`config.mk`:
```
export PLATFORM = sky130hd
export DESIGN_NAME = matrix_packer
export DESIGN_NICKNAME = d
export VERILOG_FILES = /design/src/rtl/matrix_packer.sv
export SDC_FILE = /design/constraint.sdc
export NUM_CORES = 1
export LEC_CHECK = 0
export CORE_ASPECT_RATIO = 1.1
export CORE_UTILIZATION = 48
export CTS_BUF_LIST = sky130_fd_sc_hd__clkbuf_8
export DETAILED_ROUTE_END_ITERATION = 16
export PLACE_DENSITY_LB_ADDON = 0.05
export SETUP_SLACK_MARGIN = 0.02
export SKIP_CTS_REPAIR_TIMING = 1
export SLEW_MARGIN = 20
export SYNTH_ARGS = -nofsm -noshare
export SYNTH_HDL_FRONTEND = slang
export SYNTH_SLANG_ARGS = --single-unit
export TNS_END_PERCENT = 30
```
`constraint.sdc`:
```
create_clock -name clk -period 4.5 [get_ports clk]
set_input_delay 0.45 -clock clk [delete_from_list [all_inputs] [get_ports clk]]
set_output_delay 0.45 -clock clk [all_outputs]
set_load 0.005 [all_outputs]
```
`src/rtl/matrix_packer.sv`:
```
// Byte-stream to matrix packer: loads an NxN signed kernel then an NxN unsigned pixel
// block (N = 2..5) into fixed 5x5 row-major buses and hands both to the convolution unit.
module matrix_packer (
    input  logic         clk,
    input  logic         rst_n,
    input  logic         start,
    input  logic [1:0]   matrix_size,
    input  logic         in_valid,
    input  logic [7:0]   in_data,
    output logic         in_ready,
    output logic [199:0] kernel,
    output logic [199:0] pixel,
    output logic [1:0]   size_out,
    output logic         out_valid,
    input  logic         out_ready,
    output logic         busy
);

    localparam int DATA_W = 8;
    localparam int GRID   = 5;

    typedef enum logic [1:0] {
        IDLE   = 2'd0,
        LOAD_K = 2'd1,
        LOAD_P = 2'd2,
        HOLD   = 2'd3
    } state_t;

    state_t     state;
    state_t     state_nxt;
    logic [2:0] row;
    logic [2:0] col;
    logic [2:0] n_dim;
    logic [4:0] elem_idx;
    logic [7:0] bit_off;
    logic       start_acc;
    logic       accept;
    logic       last_col;
    logic       last_row;
    logic       last_elem;

    assign n_dim     = {1'b0, size_out} + 3'd2;
    assign start_acc = (state == IDLE) && start;
    assign accept    = in_valid && in_ready;
    assign last_col  = (col == n_dim - 3'd1);
    assign last_row  = (row == n_dim - 3'd1);
    assign last_elem = last_col && last_row;

    // Row stride is always the full 5-element grid width, independent of N.
    assign elem_idx = ({2'b00, row} * 5'(GRID)) + {2'b00, col};
    assign bit_off  = {elem_idx, 3'b000};

    always_comb begin
        state_nxt = state;
        in_ready  = 1'b0;
        out_valid = 1'b0;
        busy      = 1'b1;
        case (state)
            IDLE: begin
                busy = 1'b0;
                if (start) begin
                    state_nxt = LOAD_K;
                end
            end
            LOAD_K: begin
                in_ready = 1'b1;
                if (accept && last_elem) begin
                    state_nxt = LOAD_P;
                end
            end
            LOAD_P: begin
                in_ready = 1'b1;
                if (accept && last_elem) begin
                    state_nxt = HOLD;
                end
            end
            HOLD: begin
                out_valid = 1'b1;
                if (out_ready) begin
                    state_nxt = IDLE;
                end
            end
            default: begin
                state_nxt = IDLE;
            end
        endcase
    end

    always_ff @(posedge clk or negedge rst_n) begin
        if (!rst_n) begin
            state <= IDLE;
        end else begin
            state <= state_nxt;
        end
    end

    // Counters wrap to 0,0 after the last element so the pixel phase starts clean.
    always_ff @(posedge clk or negedge rst_n) begin
        if (!rst_n) begin
            row <= 3'd0;
            col <= 3'd0;
        end else if (start_acc) begin
            row <= 3'd0;
            col <= 3'd0;
        end else if (accept) begin
            if (last_col) begin
                col <= 3'd0;
                row <= last_row ? 3'd0 : row + 3'd1;
            end else begin
                col <= col + 3'd1;
            end
        end
    end

    always_ff @(posedge clk or negedge rst_n) begin
        if (!rst_n) begin
            size_out <= 2'b00;
            kernel   <= '0;
            pixel    <= '0;
        end else if (start_acc) begin
            size_out <= matrix_size;
            kernel   <= '0;
            pixel    <= '0;
        end else if (accept) begin
            if (state == LOAD_K) begin
                kernel[bit_off +: DATA_W] <= in_data;
            end else begin
                pixel[bit_off +: DATA_W] <= in_data;
            end
        end
    end

endmodule

```
==> impl_results.md, run 1 <==
- Final instance area: approximately 0.023 mm²
- Fmax: ~250 MHz
- Clk pin slew, worst setup/hold paths: ~0.060 ns
- Initial Utilization: 0.492
- Full die area: approximately 0.035 mm²
- Number of enable flip-flop cells after synthesis: 0
- Core Box Area: 0.0335 mm²
- Fin cells: around 2300
- Min Tclk post-route: ~4.0 ns
- Cell variety after synth: 53
- # fillers: about 2600
- Sink Count: just over 400
- Area added between synthesis and finish: 36.6%
- DRT iter0 DRCs: just under 1000
- Final setup fails: 0
- Worst VDD drop: 0.360 mV
- Mapped Nets: 1443
- Routed WL: between 50 and 60 mm
- Die height: 196 µm
- Later-pin clock latency in the skew report: 0.60 ns
- TritonCTS clock tree: done
- GRT Total Usage: 0.320
- Status: finished, final reports clean
- # nets final: between 1500 and 2000
- Residual DRC: 0
- FFs w/ async S/R, synth: 1.00
- Vias in the first global route: 13500
- Post-DP HPWL: ~37 mm
- Number of antenna violations at the first check in global routing: 2
- CP startpoint kind: flip-flop
- Worst Hold Class: input port to flip-flop
- Avg Cell Area, Syn: between 10 and 15 µm²
- Syn Std Cell Area: ~0.016 mm²
- Max clock buf depth: 3
- Internal: between 7000 and 8000 µW
- Fin. max-slew vios: 0
- DR pass1 iterations: 4
- Total Power: 11300 µW
- Switching Fraction: 0.369
- Via count: about 14000
- Psw: 4160 µW
- Dominant synthesized flop cell: dfrtp_1
- Drt wl/cell: between 20 and 25 µm
- Cells after DPL: 2199
- Global route hottest layer: met2
- N_diodes: 0
- Sequential area share after synthesis: 0.622
- Ranking of synthesized cells by area: dfrtp_1 (62%), a22o_1 (6.8%), mux2i_1 (5.2%)
- Grt ovf: 0
- TNS Setup: 0 ns
- Cells after Synth: 1410
- Met3 usage: 0.0916
- Clock buffer count from CTS: 66
- Pleak: roughly 0.010 µW
- WP data arrival: between 4 and 5 ns
- Synth top area share: 0.622
- I/O pin cnt: 420
- Sequential Power Share: 0.378
- H-Tree Depth: 3
- DP Area: 0.0212 mm²
- Share of layout cells above drive strength 1: 0.0852
- Root Buffer: clkbuf_8
- # rows: 70
- Least-Margin Pin Slew: roughly 1.2 ns
- Area leader, netlist: dfrtp_1
- Routability cong.: about 0.88
- M2 GR Usage: 0.500
- Combinational Power Share: 0.335
- Area of the multi-input gates: roughly 0.0058 mm²
- Met1 Use GR: 0.422
- RSZ-0062 raised after global routing: no
- Largest net degree at the start of global routing: approximately 200
- Period utilization: 0.898
- MaxCap Viol Count: 0
- Detail Route Antenna Nets: 0
- IO Port Bufs: ~420
- Flops & latches, synth: 410
- Ys Warns: 0
- PD cells: between 500 and 600 mW/mm²
- Worst Skew: roughly 0.038 ns
- Sequential Area: roughly 0.010 mm²
- First-pass GRT wire length: approximately 83 mm
- Crit Path Category: flip-flop to flip-flop
- Clk pwr share: 0.287
- Worst setup EP type: flip-flop
- Via density: 5.89
- WP data required: 4.90 ns
- Die Wd: 179 µm
- Worst-path maximum fanout: 8
- Slew HR: 0.211
- Fin. Hold Viols: 0
power groups by stage:
stage	logic [µW]	clock network (µW)	registers [µW]
floorplan	1950	0	4300
global placement	3700	0	4310
detailed placement	3730	0	4310
CTS	3740	3300	4260
global route	4070	3460	4300
finish	3780	3230	4270
cell families (layout without fill, tap and decap cells):
group | count (synthesis) | count (layout) | synth area share
DFF | 410 | 410 | 0.622
and+or+nand+nor | 410 | 410 | 0.116
AOI/OAI and AO/OA | 363 | 363 | 0.162
buffers and inverters | 111 | 580 | 0.0268
muxes | 86 | 86 | 0.0522
adders and majority gates | 18 | 18 | 0.0141
xor gates and xnor gates | 12 | 12 | 0.00683
worst max-delay path, stage by stage, from the launching register on:
cell	delay [ns]
dfrtp_1	0.46
ha_1	0.33
ha_1	0.31
fa_1	0.60
or3_1	0.46
nor3_1	0.15
a21oi_1	0.14
a2111oi_1	0.62
buf_4	0.22
nand2_1	0.35
mux2i_1	0.22
path summary, 6_finish.rpt:
kind / start / endpoint / slack [ns] / depth (start not counted)
setup / recovery: row[0] / kernel[163] / 0.46 / 10
hold / removal: matrix_size[0] / size_out[0] / 0.39 / 3
setup reg to reg: row[0] / kernel[163] / 0.46 / 10
hold reg to reg: pixel[3] / pixel[3] / 0.48 / 2
max in group asynchronous: rst_n / kernel[16] / 2.78 / 3
min in group asynchronous: rst_n / pixel[137] / 0.41 / 2
cell usage in the layout, fill, tap and decap left out, drive strengths merged, types with 2 or more instances in the layout:
cell type,n
a32o,35
a31oi,5
nor2,57
and2,11
and4,2
xnor2,6
or4,3
clkbuf,81
nor3b,2
o31ai,8
nand2b,5
dfrtp,410
clkinv,7
nand4,4
a41oi,2
mux2i,86
nor4b,2
nand2,171
or3,4
clkdlybuf4s50,418
o2bb2ai,24
buf,43
a21oi,15
clkinvlp,3
nand3,109
nand3b,2
xor2,6
nor3,18
a211oi,2
inv,25
o21ai,128
and3,6
o211ai,2
nor4,12
a22o,128
ha,17
a21o,3
bufinv,2
a2bb2o,8
flip-flops by register name, summed over array words and instances (netlist names):
name	count
pixel	200
row	3
state	2
size_out	2
kernel	200
col	3
per-layer routing:
layer | up-vias | routed length (µm)
met3 | 114 | 4940
li1 | 5987 | -
met5 | - | 0
met4 | 0 | 2020
met2 | 622 | 26200
met1 | 6879 | 22400
cell usage after synthesis, types with 5 or more instances:
master	number
dfrtp_1	410
nand2_1	171
a22o_1	128
o21ai_0	120
nand3_1	109
mux2i_1	86
clkbuf_1	85
nor2_1	56
a32o_1	35
o2bb2ai_1	24
ha_1	17
a21oi_1	14
nor3_1	14
and2_1	9
buf_1	9
a2bb2o_1	8
clkbuf_2	8
nor4_1	8
o21ai_1	8
o31ai_1	8
inv_1	7
and3_1	6
xnor2_1	6
a31oi_1	5
nand2b_1	5
xor2_1	5
metrics by stage:
stage / setup slack (ns) / hold WS (ns) / util
after floorplan: 0.865 / 0.154 / -
after global placement: 0.594 / 0.448 / 0.633
after detailed placement: 0.552 / 0.455 / 0.633
after CTS: 0.539 / -0.203 / 0.672
after global routing: 0.221 / 0.377 / 0.672
final: 0.458 / 0.388 / 0.672
layout make-up:
class,instances,share of cell area
Clock buffer,81,0.0495
Clock inverter,30,0.00877
Inverter,7,0.00117
Multi-Input combinational cell,889,0.259
Sequential cell,410,0.455
Tap cell,432,0.0240
Timing Repair Buffer,462,0.202
No activity file was read; power rests on OpenSTA's default activity.
==> run 2: changes to the inputs <==
--- a/config.mk
+++ b/config.mk
@@ -9,6 +9,7 @@
 export CORE_UTILIZATION = 48
 export CTS_BUF_LIST = sky130_fd_sc_hd__clkbuf_8
 export DETAILED_ROUTE_END_ITERATION = 16
+export GPL_ROUTABILITY_DRIVEN = 1
 export PLACE_DENSITY_LB_ADDON = 0.05
 export SETUP_SLACK_MARGIN = 0.02
 export SKIP_CTS_REPAIR_TIMING = 1
==> results of run 2 <==
Same layout as run 1: the final DEF is identical, and so are final timing and power.
==> run 3: changes to the inputs <==
--- a/config.mk
+++ b/config.mk
@@ -17,4 +17,3 @@
 export SYNTH_ARGS = -nofsm -noshare
 export SYNTH_HDL_FRONTEND = slang
 export SYNTH_SLANG_ARGS = --single-unit
-export TNS_END_PERCENT = 30
==> results of run 3 <==
Same layout as run 1: the final DEF is identical, and so are final timing and power.
